===== src/rtl/db_mcu_bridge.sv =====
// Debug command executor between mcu_controller and the MCU core: halt/resume/reset,
// register-file and memory access. Optional DB_PC_READ_EN maps reg_rd index 32 to the PC.
module db_mcu_bridge #(
  parameter int HALT_TIMEOUT = 255,
  parameter int MEM_TIMEOUT  = 255,
  parameter int RST_CYCLES   = 4
) (
  input  logic        clk,
  input  logic        rst_n,
  input  logic        valid,
  input  logic        pause,
  input  logic        resume,
  input  logic        reset,
  input  logic        reg_rd,
  input  logic        reg_wr,
  input  logic        mem_rd,
  input  logic        mem_wr,
  input  logic        mem_rw_byte,
  input  logic [31:0] addr,
  input  logic [31:0] d_in,
  output logic [31:0] d_rd,
  output logic        mcu_busy,
  output logic        error,
  output logic        mcu_halt_req,
  input  logic        mcu_halted,
  output logic        mcu_rst,
  input  logic [31:0] pc,
  output logic [4:0]  rf_addr,
  output logic [31:0] rf_wd,
  output logic        rf_we,
  input  logic [31:0] rf_rd,
  output logic [31:0] mem_addr,
  output logic [31:0] mem_wd,
  output logic [1:0]  mem_size,
  output logic        mem_re,
  output logic        mem_we,
  input  logic        mem_ack,
  input  logic [31:0] mem_rdata
);
  localparam logic [2:0] IDLE      = 3'd0;
  localparam logic [2:0] HALT_WAIT = 3'd1;
  localparam logic [2:0] REG_ACC   = 3'd2;
  localparam logic [2:0] MEM_REQ   = 3'd3;
  localparam logic [2:0] RST_PULSE = 3'd4;
  localparam logic [2:0] DONE      = 3'd5;

  localparam int CW = 16;
  localparam logic [CW-1:0] HALT_LAST = CW'(HALT_TIMEOUT - 1);
  localparam logic [CW-1:0] MEM_LAST  = CW'(MEM_TIMEOUT - 1);
  localparam logic [CW-1:0] RST_LAST  = CW'(RST_CYCLES - 1);

  logic [2:0]    state;
  logic [CW-1:0] cnt;
  logic [CW-1:0] cnt_inc;
  logic [31:0]   cmd_addr, cmd_data;
  logic          cmd_wr, cmd_byte, cmd_pc;
  logic          halt_req;
  logic          pc_sel, reg_ok, mem_ok;
  logic [31:0]   pc_val;

`ifdef DB_PC_READ_EN
  // reg_rd outranks reg_wr, so only a read may select the PC slot
  assign pc_sel = reg_rd && (addr == 32'd32);
  assign pc_val = pc;
`else
  logic unused_pc;
  assign unused_pc = ^pc;
  assign pc_sel    = 1'b0;
  assign pc_val    = '0;
`endif

  assign reg_ok  = mcu_halted && ((addr < 32'd32) || pc_sel);
  assign mem_ok  = mcu_halted && (mem_rw_byte || (addr[1:0] == 2'b00));
  assign cnt_inc = (cnt == '1) ? cnt : cnt + 1'b1;

  assign mcu_busy     = (state != IDLE);
  assign mcu_halt_req = halt_req;
  assign mcu_rst      = (state == RST_PULSE);
  assign rf_addr      = cmd_addr[4:0];
  assign rf_wd        = cmd_data;
  assign rf_we        = (state == REG_ACC) && cmd_wr && (cmd_addr[4:0] != 5'd0);
  assign mem_addr     = cmd_addr;
  assign mem_wd       = cmd_byte ? {4{cmd_data[7:0]}} : cmd_data;
  assign mem_size     = (state == MEM_REQ && !cmd_byte) ? 2'd2 : 2'd0;
  assign mem_re       = (state == MEM_REQ) && !cmd_wr;
  assign mem_we       = (state == MEM_REQ) && cmd_wr;

  always_ff @(posedge clk or negedge rst_n) begin
    if (!rst_n) begin
      state    <= IDLE;
      cnt      <= '0;
      cmd_addr <= '0;
      cmd_data <= '0;
      cmd_wr   <= 1'b0;
      cmd_byte <= 1'b0;
      cmd_pc   <= 1'b0;
      halt_req <= 1'b0;
      d_rd     <= '0;
      error    <= 1'b0;
    end else begin
      error <= 1'b0;
      case (state)
        IDLE: if (valid) begin
          cnt <= '0;
          if (pause) begin
            halt_req <= 1'b1;
            state    <= HALT_WAIT;
          end else if (resume) begin
            halt_req <= 1'b0;
            state    <= DONE;
          end else if (reset) begin
            state <= RST_PULSE;
          end else if (reg_rd || reg_wr) begin
            cmd_addr <= addr;
            cmd_data <= d_in;
            cmd_wr   <= !reg_rd;
            cmd_pc   <= pc_sel;
            if (reg_ok) state <= REG_ACC;
            else begin state <= DONE; error <= 1'b1; end
          end else if (mem_rd || mem_wr) begin
            cmd_addr <= addr;
            cmd_data <= d_in;
            cmd_wr   <= !mem_rd;
            cmd_byte <= mem_rw_byte;
            if (mem_ok) state <= MEM_REQ;
            else begin state <= DONE; error <= 1'b1; end
          end
        end
        HALT_WAIT: begin
          if (mcu_halted) state <= DONE;
          else if (cnt == HALT_LAST) begin
            halt_req <= 1'b0;
            error    <= 1'b1;
            state    <= DONE;
          end else cnt <= cnt_inc;
        end
        REG_ACC: begin
          if (!cmd_wr)
            d_rd <= cmd_pc ? pc_val : (cmd_addr[4:0] == 5'd0) ? '0 : rf_rd;
          state <= DONE;
        end
        MEM_REQ: begin
          // an ack arriving on the final timeout cycle still wins
          if (mem_ack) begin
            if (!cmd_wr) d_rd <= cmd_byte ? {24'd0, mem_rdata[7:0]} : mem_rdata;
            state <= DONE;
          end else if (cnt == MEM_LAST) begin
            error <= 1'b1;
            state <= DONE;
          end else cnt <= cnt_inc;
        end
        RST_PULSE: begin
          if (cnt == RST_LAST) state <= DONE;
          else cnt <= cnt_inc;
        end
        DONE:    state <= IDLE;
        default: state <= IDLE;
      endcase
      if (valid && state != IDLE) error <= 1'b1;
    end
  end
endmodule


===== config.mk =====
export PLATFORM = sky130hd
export DESIGN_NAME = db_mcu_bridge
export DESIGN_NICKNAME = d
export VERILOG_FILES = /design/src/rtl/db_mcu_bridge.sv
export SDC_FILE = /design/constraint.sdc
export NUM_CORES = 1
export LEC_CHECK = 0
export CORE_MARGIN = 2
export CORE_UTILIZATION = 43
export DETAILED_ROUTE_END_ITERATION = 8
export PLACE_DENSITY = 0.87
export SLEW_MARGIN = 0
export SYNTH_ARGS = -nofsm -noshare
export SYNTH_HDL_FRONTEND = slang
export SYNTH_SLANG_ARGS = --single-unit

===== constraint.sdc =====
create_clock -name clk -period 3.4 [get_ports clk]
set_clock_uncertainty 0.15 [all_clocks]
set_input_delay 0.68 -clock clk [delete_from_list [all_inputs] [get_ports clk]]
set_output_delay 0.68 -clock clk [all_outputs]
set_load 0.01 [all_outputs]

Word-level counts from Yosys, hierarchy flattened

Cells that the tools add are included.
Widths: inputs -> output; s select.

Word-level logic and storage cells: 116
Bits in read-only memories: 0
Bits in latches: 0
Bits in writable memories: 0
Register bits: 119
Memories kept: 0

Reductions and logical operators: 30
Order comparisons: 1
$add $sub $neg: 1
Eq/ne operators: 18
Bitwise operators: 4
Divide/modulo/power cells: 0
$mul: 0
Shifts and indexed selects: 0
Mux-type cells: 53

Operators by type and width:

| kind                  | number |
|---|---|
| $mux 32               | 10 |
| $mux 16               | 6 |
| $pmux 16 s4           | 1 |
| $pmux 32 s2           | 1 |
| $mux 3                | 12 |
| $lt 32x6->1 const B   | 1 |
| $mux 1                | 19 |
| $add 16x1->16 const B | 1 |
| $eq 16x16->1 const B  | 1 |
| $eq 16x2->1 const B   | 1 |
| $eq 16x8->1 const B   | 1 |
| $ne 2x2->1 const B    | 8 |
| $pmux 3 s5            | 1 |
| $reduce_and 5->1      | 2 |
| $logic_and 1x1->1     | 8 |
| $reduce_and 7->1      | 1 |
| $eq 3x2->1 const B    | 2 |
| $ne 6x6->1 const B    | 1 |
| $reduce_and 6->1      | 1 |
| $reduce_bool 2->1     | 3 |
| $logic_not 5->1       | 1 |
| $reduce_bool 5->1     | 1 |
| $logic_not 1->1       | 4 |
| $not 1->1             | 4 |
| other kinds (14)      | 16 |

Depth between registers and ports, before layout

Gate-level depths: netlist of the first run.

Depth in word-level cells: 12
Gate-level depth with buffers: 8
Gate-level depth less buffers: 7

Worst setup path after synthesis of the first run

Ideal clock, no wire load.

Path kind: input-to-reg
Start point: input valid
End point: register cnt[1]
Data arrival time: 2241 ps
Setup slack: 881 ps
Setup time: 128 ps
Stages: 7
Data required time: 3122 ps
Cells stage by stage: clkbuf_1 > nor2_1 > o32a_1 > a21o_1 > buf_4 > nor3_2 > mux2_1

Cells in the longest elaborated chain, start to end: 2

RTL lines:

| what                       | line | text |
|---|---|---|
| from (decl)                | 10   | `input logic valid,` |
| $ne 2x2->1 (no line)       | --   |  |
| $reduce_and 5->1 (no line) | --   |  |
| to (signal assigned)       | 135  | `end else cnt <= cnt_inc;` |
| to (signal assigned)       | 150  | `end else cnt <= cnt_inc;` |
| to (signal assigned)       | 154  | `else cnt <= cnt_inc;` |
| to (decl)                  | 53   | `logic [CW-1:0] cnt;` |

Every way passes these cells.
A chain may end at the register's enable or synchronous reset.

Final worst setup path of the first run

Start point: register state[2]
End point: output mem_size[1]

Cells in the longest elaborated chain, start to end: 3

RTL lines:

| what                   | line | text |
|---|---|---|
| from (decl)            | 52   | `logic [2:0] state;` |
| from (signal assigned) | 90   | `state <= IDLE;` |
| from (signal assigned) | 107  | `state <= HALT_WAIT;` |
| from (signal assigned) | 110  | `state <= DONE;` |
| $eq 3x2->1             | 84   | `assign mem_size = (state == MEM_REQ && !cmd_byte) ? 2'd2 : 2'd0;` |
| $logic_and 1x1->1      | 84   |  |
| $mux 2                 | 84   |  |
| to (decl)              | 34   | `output logic [1:0] mem_size,` |

Every way passes these cells.

==> results of run 1 <==
-- metrics by stage --
step / total power [mW] / setup WS [ns] / hold WS, ns / utilization, %
6_report: 7.53 / 0.212 / 0.195 / 71.0
5_1_grt: 7.91 / 0.0905 / 0.281 / 71.0
4_1_cts: 7.58 / 0.0911 / 0.223 / 70.9
3_5_place_dp: 5.46 / 0.355 / 0.340 / 65.8
3_3_place_gp: 5.40 / 0.395 / 0.340 / 65.8
2_1_floorplan: 3.67 / 0.881 / 0.234 / -
-- cell usage in the layout (no fill, tap or decap), types with 3 or more instances in the layout --
cell	n
clkdlybuf4s50_1	280
dfrtp_1	117
nor2_1	55
mux2_2	39
a21oi_1	34
o21ai_0	33
nand2_1	29
inv_1	29
mux2_4	27
a22oi_1	26
clkbuf_16	17
nand3_1	15
buf_4	12
nor4_1	9
a31oi_1	8
nor4b_1	6
nand4_1	6
o31ai_1	5
clkbuf_8	5
bufinv_16	5
and4_1	4
and3_1	4
nand2b_1	4
or4_1	4
mux2i_1	4
xnor2_1	3
nor3_1	3
and2_1	3
-- area by class of cell --
class,count,area [sq um]
clock buffers,22,494
well taps,176,220
diodes,1,2.50
flip-flops and latches,119,2980
repair buffers,293,2910
multi-input cells,358,2560
clock inverters,10,189
inverters,30,116
fillers,948,3870
-- layer usage --
layer	share of wire (%)	vias to the layer above
met3	9.2	37
met5	0	-
met2	50	261
met1	38	2593
met4	2.9	0
li1	-	2512
-- critical path: cells and delay by family, from the launching register on --
kind | cells | cell delay (ns)
buffers and inverters | 1 | 0.59
DFF | 1 | 0.51
and+or+nand+nor | 3 | 0.84
-- power groups by stage --
stage	logic (mW)	registers [mW]	clock network, mW
after CTS	3.17	2.33	2.09
after floorplan	1.28	2.39	0
after global placement	3.08	2.31	0
after global routing	3.36	2.40	2.15
after detailed placement	3.14	2.33	0
final	3.14	2.33	2.06
-- worst paths after layout --
path	startpoint	endpoint	depth (start not counted)
setup / recovery	state[2]$_DFFE_PN0P_	mem_size[1]	4
hold / removal	rst_n	cnt[2]$_DFFE_PN0P_	1
setup reg to reg	state[2]$_DFFE_PN0P_	cnt[1]$_DFFE_PN0P_	5
hold reg to reg	mem_addr[22]$_DFFE_PN0P_	mem_addr[22]$_DFFE_PN0P_	1
max in group asynchronous	rst_n	error$_DFF_PN0_	2
min in group clk	mem_addr[22]$_DFFE_PN0P_	mem_addr[22]$_DFFE_PN0P_	1
-- cells by family after synthesis --
| kind of cell | Yosys count | share of synthesized area [%] |
|---|---|---|
| flip-flops | 119 | 50.4 |
| AND/OR/NAND/NOR | 158 | 13.9 |
| multiplexers | 71 | 15.2 |
| XOR/XNOR | 3 | 0.445 |
| AO/OA/AOI/OAI | 123 | 13.1 |
| buffers and inverters | 75 | 6.54 |
| other | 1 | 0.0634 |
| adder cells (fa/ha/maj) | 2 | 0.423 |
-- sequential cells by signal, summed over array words and instances, names as in the netlist --
| register | cells |
|---|---|
| d_rd | 32 |
| mem_addr | 32 |
| rf_wd | 32 |
| cnt | 16 |
| state | 3 |
| cmd_byte | 1 |
| cmd_wr | 1 |
| error | 1 |
| mcu_halt_req | 1 |
==> results_dict.tcl, run 1 <==
set metrics [dict create \
    cts_max_level 4 \
    gp_congestion 0.890 \
    internal-power_mw 5.15 \
    period_needed_ns 3.19 \
    cts_tree "built" \
    synth_flop_cell "dfrtp_1" \
    chipHeight_microns 121 \
    required_ns 2.57 \
    drive_gt1_share_pct 14.9 \
    cts_setup_buffers 0 \
    outcome "complete, no violations" \
    grt_pass1_vias 5415 \
    use_met1_pct 29.0 \
    overflow 0 \
    maxSlewHeadroom_pct 46.9 \
    cts_root_buffer "clkbuf_16" \
    clockPowerShare_pct 27.4 \
    ff2ff_setup_slack_ns 0.82 \
    synthCells 552 \
    ys_async_sr_fraction_pct 100 \
    start_kind "flip-flop" \
    setup_tns_ns 0 \
    die_width_microns 121 \
    cp_cell_sequence "nand2b_1 > or2_1 > nor2_2 > clkdlybuf4s50_1" \
    synth_seq_cells 119 \
    path_class "reg2out" \
    met3_usage_pct 9.21 \
    grt_usage_pct 25.6 \
    finalInstanceArea_sq_mm 0.00947 \
    swShare_pct 31.6 \
    synth_top_area_share_pct 50.4 \
    grt_pass1_wl_microns 28800 \
    ys_seq_area_share_pct 50.4 \
    fin_crit_sh_pct 93.8 \
    cts_inserted_buffers 17 \
    placedInstanceArea_sq_mm 0.00878 \
    p_sw_mw 2.38 \
    remaining_drc_errors 0 \
    synth_cell_types 57 \
    cp_max_fo 14 \
    syn_avg_cell_area_sq_um 10.7 \
    row_count 42 \
    max_freq_mhz 314 \
    drtIter0Drc 354 \
    place_inst 976 \
    area_delta_synth_final_pct 60.3 \
    setup_viol_count_final 0 \
    vias 5403 \
    rsz0062_at_grt "false" \
    initial_core_util_pct 44.3 \
    ant_nets 0 \
    power_frac_comb_pct 41.7 \
    max_cap_violations 0 \
    cp-end-kind "output pin" \
    worst_ep_arrival_time_ns 2.36 \
    leakage_nw 4.11 \
    vias_per_cell 5.35 \
    syn_nets 727 \
    synth_area_sq_mm 0.00591 \
    synthTopCellsByArea "dfrtp_1 (50%), mux2_2 (7.4%), mux2_4 (6.9%)" \
    finalHoldViolCount 0 \
    top_usage_layer "met2" \
    use_met2_pct 43.5 \
    synth-edff-count 0 \
    hold_path.class "in2async" \
    port_buffers 281 \
    synth_common_cells "dfrtp_1 (119), nor2_1 (55), mux2_2 (39)" \
    pwr-share-seq_pct 30.9 \
    crit_path_top_delay_cell "clkdlybuf4s50_1" \
    synth-warning-count 0 \
    clock_sinks 119 \
    worst_slew_pin_slew_ns 0.796 \
    synth_most_common_cell "dfrtp_1" \
    cpPeakStageDelay_ns 0.59 \
    ctsResizeCount 0 \
    dp_hpwl_microns 13400 \
    stdcell_count 1009 \
    core_area_sq_mm 0.0133 \
    wl_microns 18500 \
    nNetsFinal 994 \
    die-area_sq_mm 0.0147 \
    post-synth-top-area-cell "dfrtp_1" \
    clk_pin_slew_ns 0.06 \
    grt_max_degree 65 \
    maxSlewViolCount 0 \
    ios 315 \
    wl_per_cell_microns 18.3 \
    antenna_found_initial 1 \
    peakVddDrop_v 0.000586 \
    firstDrtPassIters 5 \
    cts_buffer_depth 2 \
    clk_latency_ns 0.42 \
    cts_hold_buf 0 \
    power_density_mw_per_mm2 795 \
]
(Power assumes the default switching activity.)
==> run 2, diff against run 1 <==
SLEW_MARGIN = 20   (was 0)
==> results of run 2 <==
Final layout, timing and power as in run 1 (identical DEF).
